**config.mk**
```make
export PLATFORM = sky130hd
export DESIGN_NAME = gshare_bht
export DESIGN_NICKNAME = d
export VERILOG_FILES = /design/src/rtl/gshare_bht.sv
export SDC_FILE = /design/constraint.sdc
export NUM_CORES = 1
export LEC_CHECK = 0
export BUFFER_PORTS_ARGS = -buffer_cell sky130_fd_sc_hd__buf_2
export CAP_MARGIN = 5
export CORE_MARGIN = 2
export CORE_UTILIZATION = 45
export CTS_BUF_LIST = sky130_fd_sc_hd__clkbuf_8
export DETAILED_ROUTE_END_ITERATION = 6
export PLACE_DENSITY = 0.76
export SYNTH_ARGS = -nofsm -noshare
export SYNTH_HDL_FRONTEND = slang
export SYNTH_SLANG_ARGS = --single-unit
```
**constraint.sdc**
```tcl
create_clock -name clk -period 2.65 [get_ports clk]
set_input_delay 0.1325 -clock clk [delete_from_list [all_inputs] [get_ports clk]]
set_output_delay 0.1325 -clock clk [all_outputs]
set_load 0.01 [all_outputs]
```
**src/rtl/gshare_bht.sv**
```systemverilog
// gshare_bht
// Gshare branch direction predictor: 64-entry table of 2-bit saturating counters
// indexed by PC[7:2] XOR a 6-bit global history register.
//
// Ports
//   clk, rst_n      clock, asynchronous active-low reset
//   IF2_pc          fetch PC being predicted
//   hit             BTB hit for IF2_pc
//   IF2_Branch      BTB entry is a conditional branch
//   IF2_Jump        BTB entry is an unconditional jump
//   pc_imm_in       BTB target for IF2_pc
//   update_en       a conditional branch resolved in EX this cycle
//   EX_pc           PC of the resolved branch
//   EX_ghr          history snapshot that travelled with the resolved branch
//   EX_taken        resolved direction
//   predict_taken   fetch redirect request
//   predict_target  next fetch PC
//   IF2_ghr         current history, piped alongside IF2_pc
module gshare_bht (
   input  logic        clk,
   input  logic        rst_n,
   input  logic [31:0] IF2_pc,
   input  logic        hit,
   input  logic        IF2_Branch,
   input  logic        IF2_Jump,
   input  logic [31:0] pc_imm_in,
   input  logic        update_en,
   input  logic [31:0] EX_pc,
   input  logic [5:0]  EX_ghr,
   input  logic        EX_taken,
   output logic        predict_taken,
   output logic [31:0] predict_target,
   output logic [5:0]  IF2_ghr
);

   logic [1:0] r_pht [64];
   logic [5:0] r_ghr;

   logic [5:0] w_ridx;
   logic [5:0] w_widx;
   logic [1:0] w_rctr;
   logic [1:0] w_wctr;
   logic [1:0] w_wctr_nxt;
   logic       w_unused_ex_pc;

   // Only PC[7:2] participates in the index.
   assign w_unused_ex_pc = ^{EX_pc[31:8], EX_pc[1:0]};

   assign w_ridx = IF2_pc[7:2] ^ r_ghr;
   // Write side uses the history the branch was predicted with, not the live GHR.
   assign w_widx = EX_pc[7:2] ^ EX_ghr;

   assign w_rctr = r_pht[w_ridx];
   assign w_wctr = r_pht[w_widx];

   always_comb begin
      w_wctr_nxt = w_wctr;
      if (EX_taken) begin
         if (w_wctr != 2'b11) w_wctr_nxt = w_wctr + 2'd1;
      end else begin
         if (w_wctr != 2'b00) w_wctr_nxt = w_wctr - 2'd1;
      end
   end

   // Read path sees registered state only, so a same-index update is not bypassed.
   assign predict_taken  = hit & (IF2_Jump | (IF2_Branch & w_rctr[1]));
   assign predict_target = predict_taken ? pc_imm_in : (IF2_pc + 32'd4);
   assign IF2_ghr        = r_ghr;

   always_ff @(posedge clk or negedge rst_n) begin
      if (!rst_n) begin
         for (int i = 0; i < 64; i++) begin
            r_pht[i] <= 2'b01;
         end
      end else if (update_en) begin
         r_pht[w_widx] <= w_wctr_nxt;
      end
   end

   always_ff @(posedge clk or negedge rst_n) begin
      if (!rst_n) begin
         r_ghr <= 6'd0;
      end else if (update_en) begin
         r_ghr <= {r_ghr[4:0], EX_taken};
      end
   end

endmodule

```
==> impl_results.md, run 1 <==
- Worst vdd ir: 0.511 mV
- Asr flop ratio synth: 1.00
- Reg2reg path depth: 8
- Worst Hold Launch: update_en
- Core area: 17300 sq um
- Fin crit period: 3.35 ns
- Detail Route Antenna Nets: 0
- Pin count of the biggest net entering global routing: 61
- Yosys cell types: 48
- Synth-to-Final Area Change: 33.2%
- CP peak stage delay: 0.50 ns
- Die area: 18700 sq um
- # clock sinks: 134
- Gr ovfl total: 0
- Root Driver: clkbuf_8
- WP buf/inv: 5
- Status: complete, but fails checks
- Detailed placer's ending HPWL: 18300 microns
- Port Buffers: 121
- Total Routed Length: 26300 microns
- Internal Dissipation: 0.00529 W
- Violated checks: negative setup slack
- Final Power: 0.00823 W
- Starting Density: 0.459
- Startpoint Class: flop
- Combinational Power Share: 0.384
- Yosys reg bits: ~130
- Synthesized area per cell: 9.45 sq um
- Vias/cell: 5.87
- Clk pwr share: 0.217
- Yosys warns: 0
- GRT Util Overall: 0.286
- Setup-failing EPs final: 33
- CTS tree: done
- Post-Syn Area: just under 8000 sq um
- Static leakage: 4.45 nW
- Max Cap Violations: 0
- Final net count: 1177
- Clock transition at path regs: roughly 0.08 ns
- RSZ-0062 raised after global routing: yes
- Hold Crit Class: in2reg
- Most common cell on crit path: buf_12
- Rel. slew slack: 0.481
- H-tree depth: 4
- Switch share: 0.357
- Worst r2r src: r_pht[52]$_DFFE_PN1P_
- FP Rows: 48
- Iter 0 DRT Violations: 662
- Drc violations: 0
- CP Launch Point: IF2_ghr[0]$_DFFE_PN0P_
- Crit path to: predict_target[18]
- Worst R2R End: r_pht[4]$_DFFE_PN1P_
- Cells after Synth: between 800 and 900
- Worst skew pair latency: 0.47 ns
- Share of layout cells above drive strength 1: 0.460
- Critical path depth: 12
- Final Hold Violating Endpoints: 0
- Setup crit end kind: primary output
- Final Max Slew Viols: 0
- Setup Skew: between 0.01 and 0.015 ns
- Vert. Die Dim: roughly 140 microns
- WL per Instance: 20.1 microns
- Main synth FF type: dfrtp_1
- Slowest stage cell, crit path: mux4_2
- PwrDens: 778 nW/um^2
- Worst-Margin Slew: 0.778 ns
- CP max FO: 9
- Num CTS Buffers: 17
- Setup slack at placement: -0.867 ns
- Vias in the first global route: roughly 7500
- Filler Cells Inserted: between 1000 and 1500
- Syn_nets: 950
- # IOs: 148
- Worst path required time: 2.52 ns
- P_sw: 0.00293 W
- F_max: between 200 and 300 MHz
- Initial antenna violation count: 2
- Crit path cell chain: xor2_4 -> buf_12 -> mux4_2 -> mux2i_2 -> mux2i_1 -> a211oi_2 -> buf_4 -> o31ai_4 -> buf_12 -> buf_8 -> o21ai_2 -> buf_2
- CP Data Arrival Time: ~3.2 ns
- Part of the Yosys area used for sequential elements: 0.433
- CTS max path bufs: 2
- Global-route wire length before repair: 40200 microns
- R2r setup slk: ~0.18 ns
- Period utilisation layout: 1.27
- Flop pwr share: 0.399
- Critical path class: reg2out
- DRT Pass-1 Iters: 5
- DIE WIDTH: 137 microns
- GPL Wtd Cong: 0.952
- Post-synth EDFFs: 0
- Setup WS post-layout: -0.704 ns
- Vias post-DR: 7678
- Gate family responsible for the most delay along the worst path: buffers and inverters
worst reg2reg max path, delay by kind of cell (launching register included):
kind                     cells  cell delay (ns)
AO/OA/AOI/OAI                3             0.48
multiplexers                 1             0.48
AND/OR/NAND/NOR              2             0.46
adder cells (fa/ha/maj)      1             0.41
flip-flops                   1             0.38
buffers and inverters        1             0.20
flip-flops by register name, indices dropped and copies added (netlist names):
| signal | cells |
|---|---|
| r_pht | 128 |
| IF2_ghr | 6 |
placed cells by master, fill, tap and decap left out, drive strengths merged, types with 2 or more instances in the layout:
| master | synthesis | layout |
|---|---|---|
| o22a | 2 | 2 |
| nor2 | 19 | 19 |
| a22o | 3 | 3 |
| diode | 0 | 2 |
| clkbuf | 14 | 20 |
| dfrtp | 70 | 70 |
| dlygate4sd3 | 0 | 2 |
| nand3 | 26 | 26 |
| nand4 | 6 | 6 |
| dfstp | 64 | 64 |
| o221ai | 5 | 5 |
| and3 | 6 | 6 |
| maj3 | 2 | 2 |
| xor2 | 32 | 32 |
| nand2 | 260 | 260 |
| a22oi | 4 | 4 |
| o22ai | 10 | 10 |
| bufinv | 0 | 3 |
| o31a | 2 | 2 |
| and4 | 5 | 5 |
| a21oi | 4 | 4 |
| clkinv | 0 | 6 |
| xnor2 | 15 | 15 |
| mux2 | 18 | 18 |
| nor4 | 3 | 3 |
| a211oi | 2 | 2 |
| mux2i | 16 | 16 |
| a31oi | 3 | 3 |
| o21ai | 164 | 164 |
| o31ai | 3 | 4 |
| inv | 2 | 4 |
| clkinvlp | 0 | 4 |
| nor3 | 15 | 15 |
| buf | 23 | 239 |
| a311oi | 4 | 4 |
| mux4 | 29 | 29 |
| and2 | 2 | 2 |
timing repair:
action                     in CTS  in global routing
hold endpoints to repair       35                  0
gates resized for setup        42                 42
hold buffers                    2                  0
pin swaps                      11                 17
setup endpoints to repair      33                 33
setup buffers                  11                  4
cloned                          2                  2
layer usage:
metal,wire (microns),GRT usage,up-vias
met1,9780,0.348,3579
li1,-,-,3458
met3,2740,0.0722,122
met2,12200,0.449,519
met5,0,0,-
met4,1560,0.194,0
cell type report:
class	count	area, sq um	area share
Sequential cell	134	3430	0.325
Timing Repair Buffer	244	1840	0.174
Tap cell	225	282	0.0266
Inverter	2	7.51	0.000710
Clock inverter	15	179	0.0169
Antenna cell	2	5.00	0.000473
Multi-Input combinational cell	668	4590	0.434
Clock buffer	17	234	0.0221
power by group through the flow:
stage | clock, W | combinational [W] | sequential (W)
detailed placement | 0 | 0.00278 | 0.00329
global placement | 0 | 0.00271 | 0.00327
CTS | 0.00181 | 0.00299 | 0.00326
finish | 0.00178 | 0.00316 | 0.00328
floorplan | 0 | 0.00179 | 0.00316
global route | 0.00190 | 0.00342 | 0.00335
stage by stage:
| stage | utilization | hold slack [ns] | cells | setup TNS (ns) | area (sq um) |
|---|---|---|---|---|---|
| 6_report | 0.611 | 0.106 | 1307 | -19.22 | 10600 |
| 5_1_grt | 0.611 | 0.0783 | 1307 | -22.02 | 10600 |
| 4_1_cts | 0.597 | 0.0781 | 1299 | -18.54 | 10300 |
| 3_5_place_dp | 0.554 | 0.263 | 1253 | -42.06 | 9580 |
| 3_3_place_gp | 0.554 | 0.263 | 1253 | -36.42 | 9580 |
| 2_1_floorplan | - | -0.163 | 840 | 0 | 7960 |
worst min path at each step:
| stage | end | cells after the start | slack (ns) |
|---|---|---|---|
| after global routing | IF2_ghr[3]$_DFFE_PN0P_ | 2 | 0.08 |
| after detailed placement | r_pht[3]$_DFFE_PN0P_ | 1 | 0.26 |
| after floorplan | IF2_ghr[0]$_DFFE_PN0P_ | 0 | -0.16 |
| after global placement | r_pht[3]$_DFFE_PN0P_ | 1 | 0.26 |
| after CTS | IF2_ghr[5]$_DFFE_PN0P_ | 2 | 0.08 |
| final | IF2_ghr[4]$_DFFE_PN0P_ | 2 | 0.11 |
cells by family (layout without fill, tap and decap cells):
family,after synthesis,count (layout),synth area share
flops,134,134,0.433
buf+inv,39,278,0.0279
xor+xnor,47,47,0.0547
fa+ha+maj,3,3,0.00441
compound gates,209,210,0.172
simple gates,345,345,0.180
mux,63,63,0.128
other cells,0,2,0
cell usage after synthesis, drive strengths merged (4+ instances only):
master | instances | area (sq um)
a21oi | 4 | 20.0
a22oi | 4 | 35.0
a311oi | 4 | 35.0
and3 | 6 | 37.5
and4 | 5 | 43.8
buf | 23 | 161
clkbuf | 14 | 52.6
dfrtp | 70 | 1750
dfstp | 64 | 1680
mux2 | 18 | 203
mux2i | 16 | 160
mux4 | 29 | 653
nand2 | 260 | 976
nand3 | 26 | 130
nand4 | 6 | 37.5
nor2 | 19 | 71.3
nor3 | 15 | 75.1
o21ai | 164 | 1020
o221ai | 5 | 43.8
o22ai | 10 | 62.6
xnor2 | 15 | 131
xor2 | 32 | 303
No activity file was read; power rests on OpenSTA's default activity.
==> inputs of run 2 (changes only) <==
--- a/config.mk
+++ b/config.mk
@@ -11,6 +11,7 @@
 export CORE_UTILIZATION = 45
 export CTS_BUF_LIST = sky130_fd_sc_hd__clkbuf_8
 export DETAILED_ROUTE_END_ITERATION = 6
+export MAX_ROUTING_LAYER = met4
 export PLACE_DENSITY = 0.76
 export SYNTH_ARGS = -nofsm -noshare
 export SYNTH_HDL_FRONTEND = slang
==> impl_results.md, run 2 (synthesis gave the netlist of run 1 again) <==
- Core area: 17300 sq um (unchanged)
- Startpoint Class: flop
- Synth-to-Final Area Change: 33.5%
- Register area: 3430 sq um (unchanged)
- WL per Instance: 19.9 microns (-1.2%)
- Worst r2r src: r_pht[50]$_DFFE_PN1P_
- Top reg by flops: r_pht
- FP Rows: 48 (unchanged)
- Worst path required time: 2.52 ns (about the same)
- Fin crit period: 3.28 ns (-0.0713 ns)
- CP peak stage delay: 0.51 ns (about the same)
- Clock transition at path regs: 0.08 ns (about the same)
- # clock sinks: 134 (unchanged)
- Reg2reg path depth: 8 (unchanged)
- RSZ-0062 raised after global routing: yes
- Worst R2R End: r_pht[44]$_DFFE_PN1P_
- GRT Util Overall: 0.291 (+0.00427)
- Setup WS post-layout: -0.633 ns (+0.0713 ns)
- Most frequent cells in the layout: nand2_1 (240), buf_2 (113), buf_4 (98), o21ai_2 (76), dfrtp_1 (69)
- Final cell count without fillers: 1308 (+0.077%)
- Period utilisation layout: 1.24 (-0.0269)
- Initial antenna violation count: 3 (+1)
- CTS tree: done
- Setup crit end kind: primary output
- Detail Route Antenna Nets: 0 (unchanged)
- Gate family responsible for the most delay along the worst path: multiplexers
- CP max FO: 7 (-2)
- H-tree depth: 4 (unchanged)
- Hold Crit Class: in2reg
- Port Buffers: 121 (unchanged)
- Root Driver: clkbuf_8
- Worst skew pair latency: 0.47 ns (about the same)
- # IOs: 148 (unchanged)
- Placed insts: 1253 (unchanged)
- Share of layout cells above drive strength 1: 0.465 (+0.00463)
- Final net count: 1177 (unchanged)
- Worst Hold Launch: update_en
- CP Data Arrival Time: 3.15 ns (-0.07 ns)
- Vias post-DR: 7665 (-0.17%)
- Vias in the first global route: 7455 (-0.55%)
- DIE WIDTH: 137 microns (unchanged)
- Worst vdd ir: 0.509 mV (-0.25%)
- GPL Wtd Cong: 0.970 (+1.8%)
- Num CTS Buffers: 17 (unchanged)
- Filler Cells Inserted: 1345 (-0.074%)
- Worst-Margin Slew: 0.781 ns (+0.00307 ns)
- Setup slack at placement: -0.867 ns (unchanged)
- R2r setup slk: 0.15 ns (-0.03 ns)
- Critical path class: reg2out
- Setup_tns: -19.00 ns (+0.220 ns)
- Setup-failing EPs final: 33 (unchanged)
- PwrDens: 776 nW/um^2 (-0.19%)
- Detailed placer's ending HPWL: 18300 microns (unchanged)
- Static leakage: 4.47 nW (+0.47%)
- Final Max Slew Viols: 0 (unchanged)
- Final Hold Violating Endpoints: 0 (unchanged)
- Worst Hold Depth: 2 (unchanged)
- Total Routed Length: 26000 microns (-1.1%)
- Iter 0 DRT Violations: 685 (+3.5%)
- Slowest stage cell, crit path: mux4_2
- Die area: 18700 sq um (unchanged)
- DRT Pass-1 Iters: 6 (+1)
- Setup Skew: 0.00989 ns (-0.00439 ns)
- Rel. slew slack: 0.479 (-0.00205)
- Drc violations: 0 (unchanged)
- Hold endpoint: IF2_ghr[4]$_DFFE_PN0P_
- Violated checks: negative setup slack
- Most common cell on crit path: buf_6
- Commonest non-fill, non-tap cell in the layout: nand2_1
- Max reg flops: 128 (unchanged)
- Crit path cell chain: xor2_4 -> buf_12 -> mux4_2 -> mux2i_2 -> mux2i_1 -> a211oi_2 -> buf_4 -> buf_6 -> o31ai_4 -> buf_6 -> o21ai_4 -> buf_6
- Global-route wire length before repair: 39600 microns (-1.4%)
- Vias/cell: 5.86 (-0.25%)
- CTS max path bufs: 2 (unchanged)
- Area taken by multi-input logic gates: 4610 sq um (+0.49%)
- Vert. Die Dim: 137 microns (unchanged)
- WP buf/inv: 5 (unchanged)
- F_max: 305 MHz (+2.2%)
- Max Cap Violations: 0 (unchanged)
- Pin count of the biggest net entering global routing: 61 (unchanged)
- Starting Density: 0.459 (unchanged)
- Status: complete, but fails checks
- Gr ovfl total: 0 (unchanged)
==> run 2: area by class of cell <==
| class | instances | share of cell area |
|---|---|---|
| Multi-Input combinational cell | 668 | 0.435 |
| Sequential cell | 134 | 0.324 |
| Timing Repair Buffer | 244 | 0.174 |
| Tap cell | 225 | 0.0266 |
| Clock buffer | 17 | 0.0221 |
| Clock inverter | 15 | 0.0169 |
| Inverter | 2 | 0.000708 |
| Antenna cell | 3 | 0.000708 |
==> run 2: worst max path at each step <==
stage	from	endpoint	slack, ns	cells after the start
after floorplan	IF2_ghr[0]$_DFFE_PN0P_	predict_target[31]	0.006	9
after global placement	IF2_ghr[1]$_DFFE_PN0P_	predict_target[3]	-0.79	8
after detailed placement	IF2_ghr[1]$_DFFE_PN0P_	predict_target[24]	-0.87	10
after CTS	IF2_ghr[1]$_DFFE_PN0P_	predict_target[30]	-0.60	11
after global routing	IF2_ghr[0]$_DFFE_PN0P_	predict_target[15]	-0.71	12
final	IF2_ghr[0]$_DFFE_PN0P_	predict_target[15]	-0.63	12
==> run 2: metal layers <==
metal	global-route usage	routed length [microns]	vias to the layer above
met5	-	0	-
met1	0.340	9640	3594
met2	0.450	12300	514
met3	0.0756	2770	105
met4	0.178	1320	0
li1	-	-	3452
==> run 2: metrics by stage <==
stage / hold slack (ns) / power (W) / area, sq um / utilization
after CTS: 0.0781 / 0.00806 / 10300 / 0.597
final: 0.114 / 0.00823 / 10600 / 0.613
after floorplan: -0.163 / 0.00495 / 7960 / -
after global placement: 0.263 / 0.00598 / 9580 / 0.554
after global routing: 0.0736 / 0.00866 / 10600 / 0.613
after detailed placement: 0.263 / 0.00608 / 9580 / 0.554
==> run 2: timing repair <==
| action | 4_1_cts | 5_1_grt |
|---|---|---|
| pin swaps | 11 | 20 |
| endpoints found under the hold margin | 35 | 0 |
| endpoints found under the setup margin | 33 | 33 |
| gates cloned | 2 | 2 |
| gates resized for setup | 42 | 49 |
| buffers inserted | 11 | 4 |
| hold buffers | 2 | 0 |
==> run 2: worst register-to-register path: cells and delay by family, from the launching register on <==
kind	cells	cell delay [ns]
multiplexers	1	0.50
buffers and inverters	1	0.20
adder cells (fa/ha/maj)	1	0.41
flip-flops	1	0.37
AO/OA/AOI/OAI	3	0.48
AND/OR/NAND/NOR	2	0.47
==> run 2: power breakdown <==
part / total, W / internal, W / switching [W] / leakage, nW
clock network: 0.00178 / 0.000931 / 0.000851 / 0.198
logic: 0.00316 / 0.00149 / 0.00167 / 2.66
registers: 0.00329 / 0.00287 / 0.000415 / 1.61
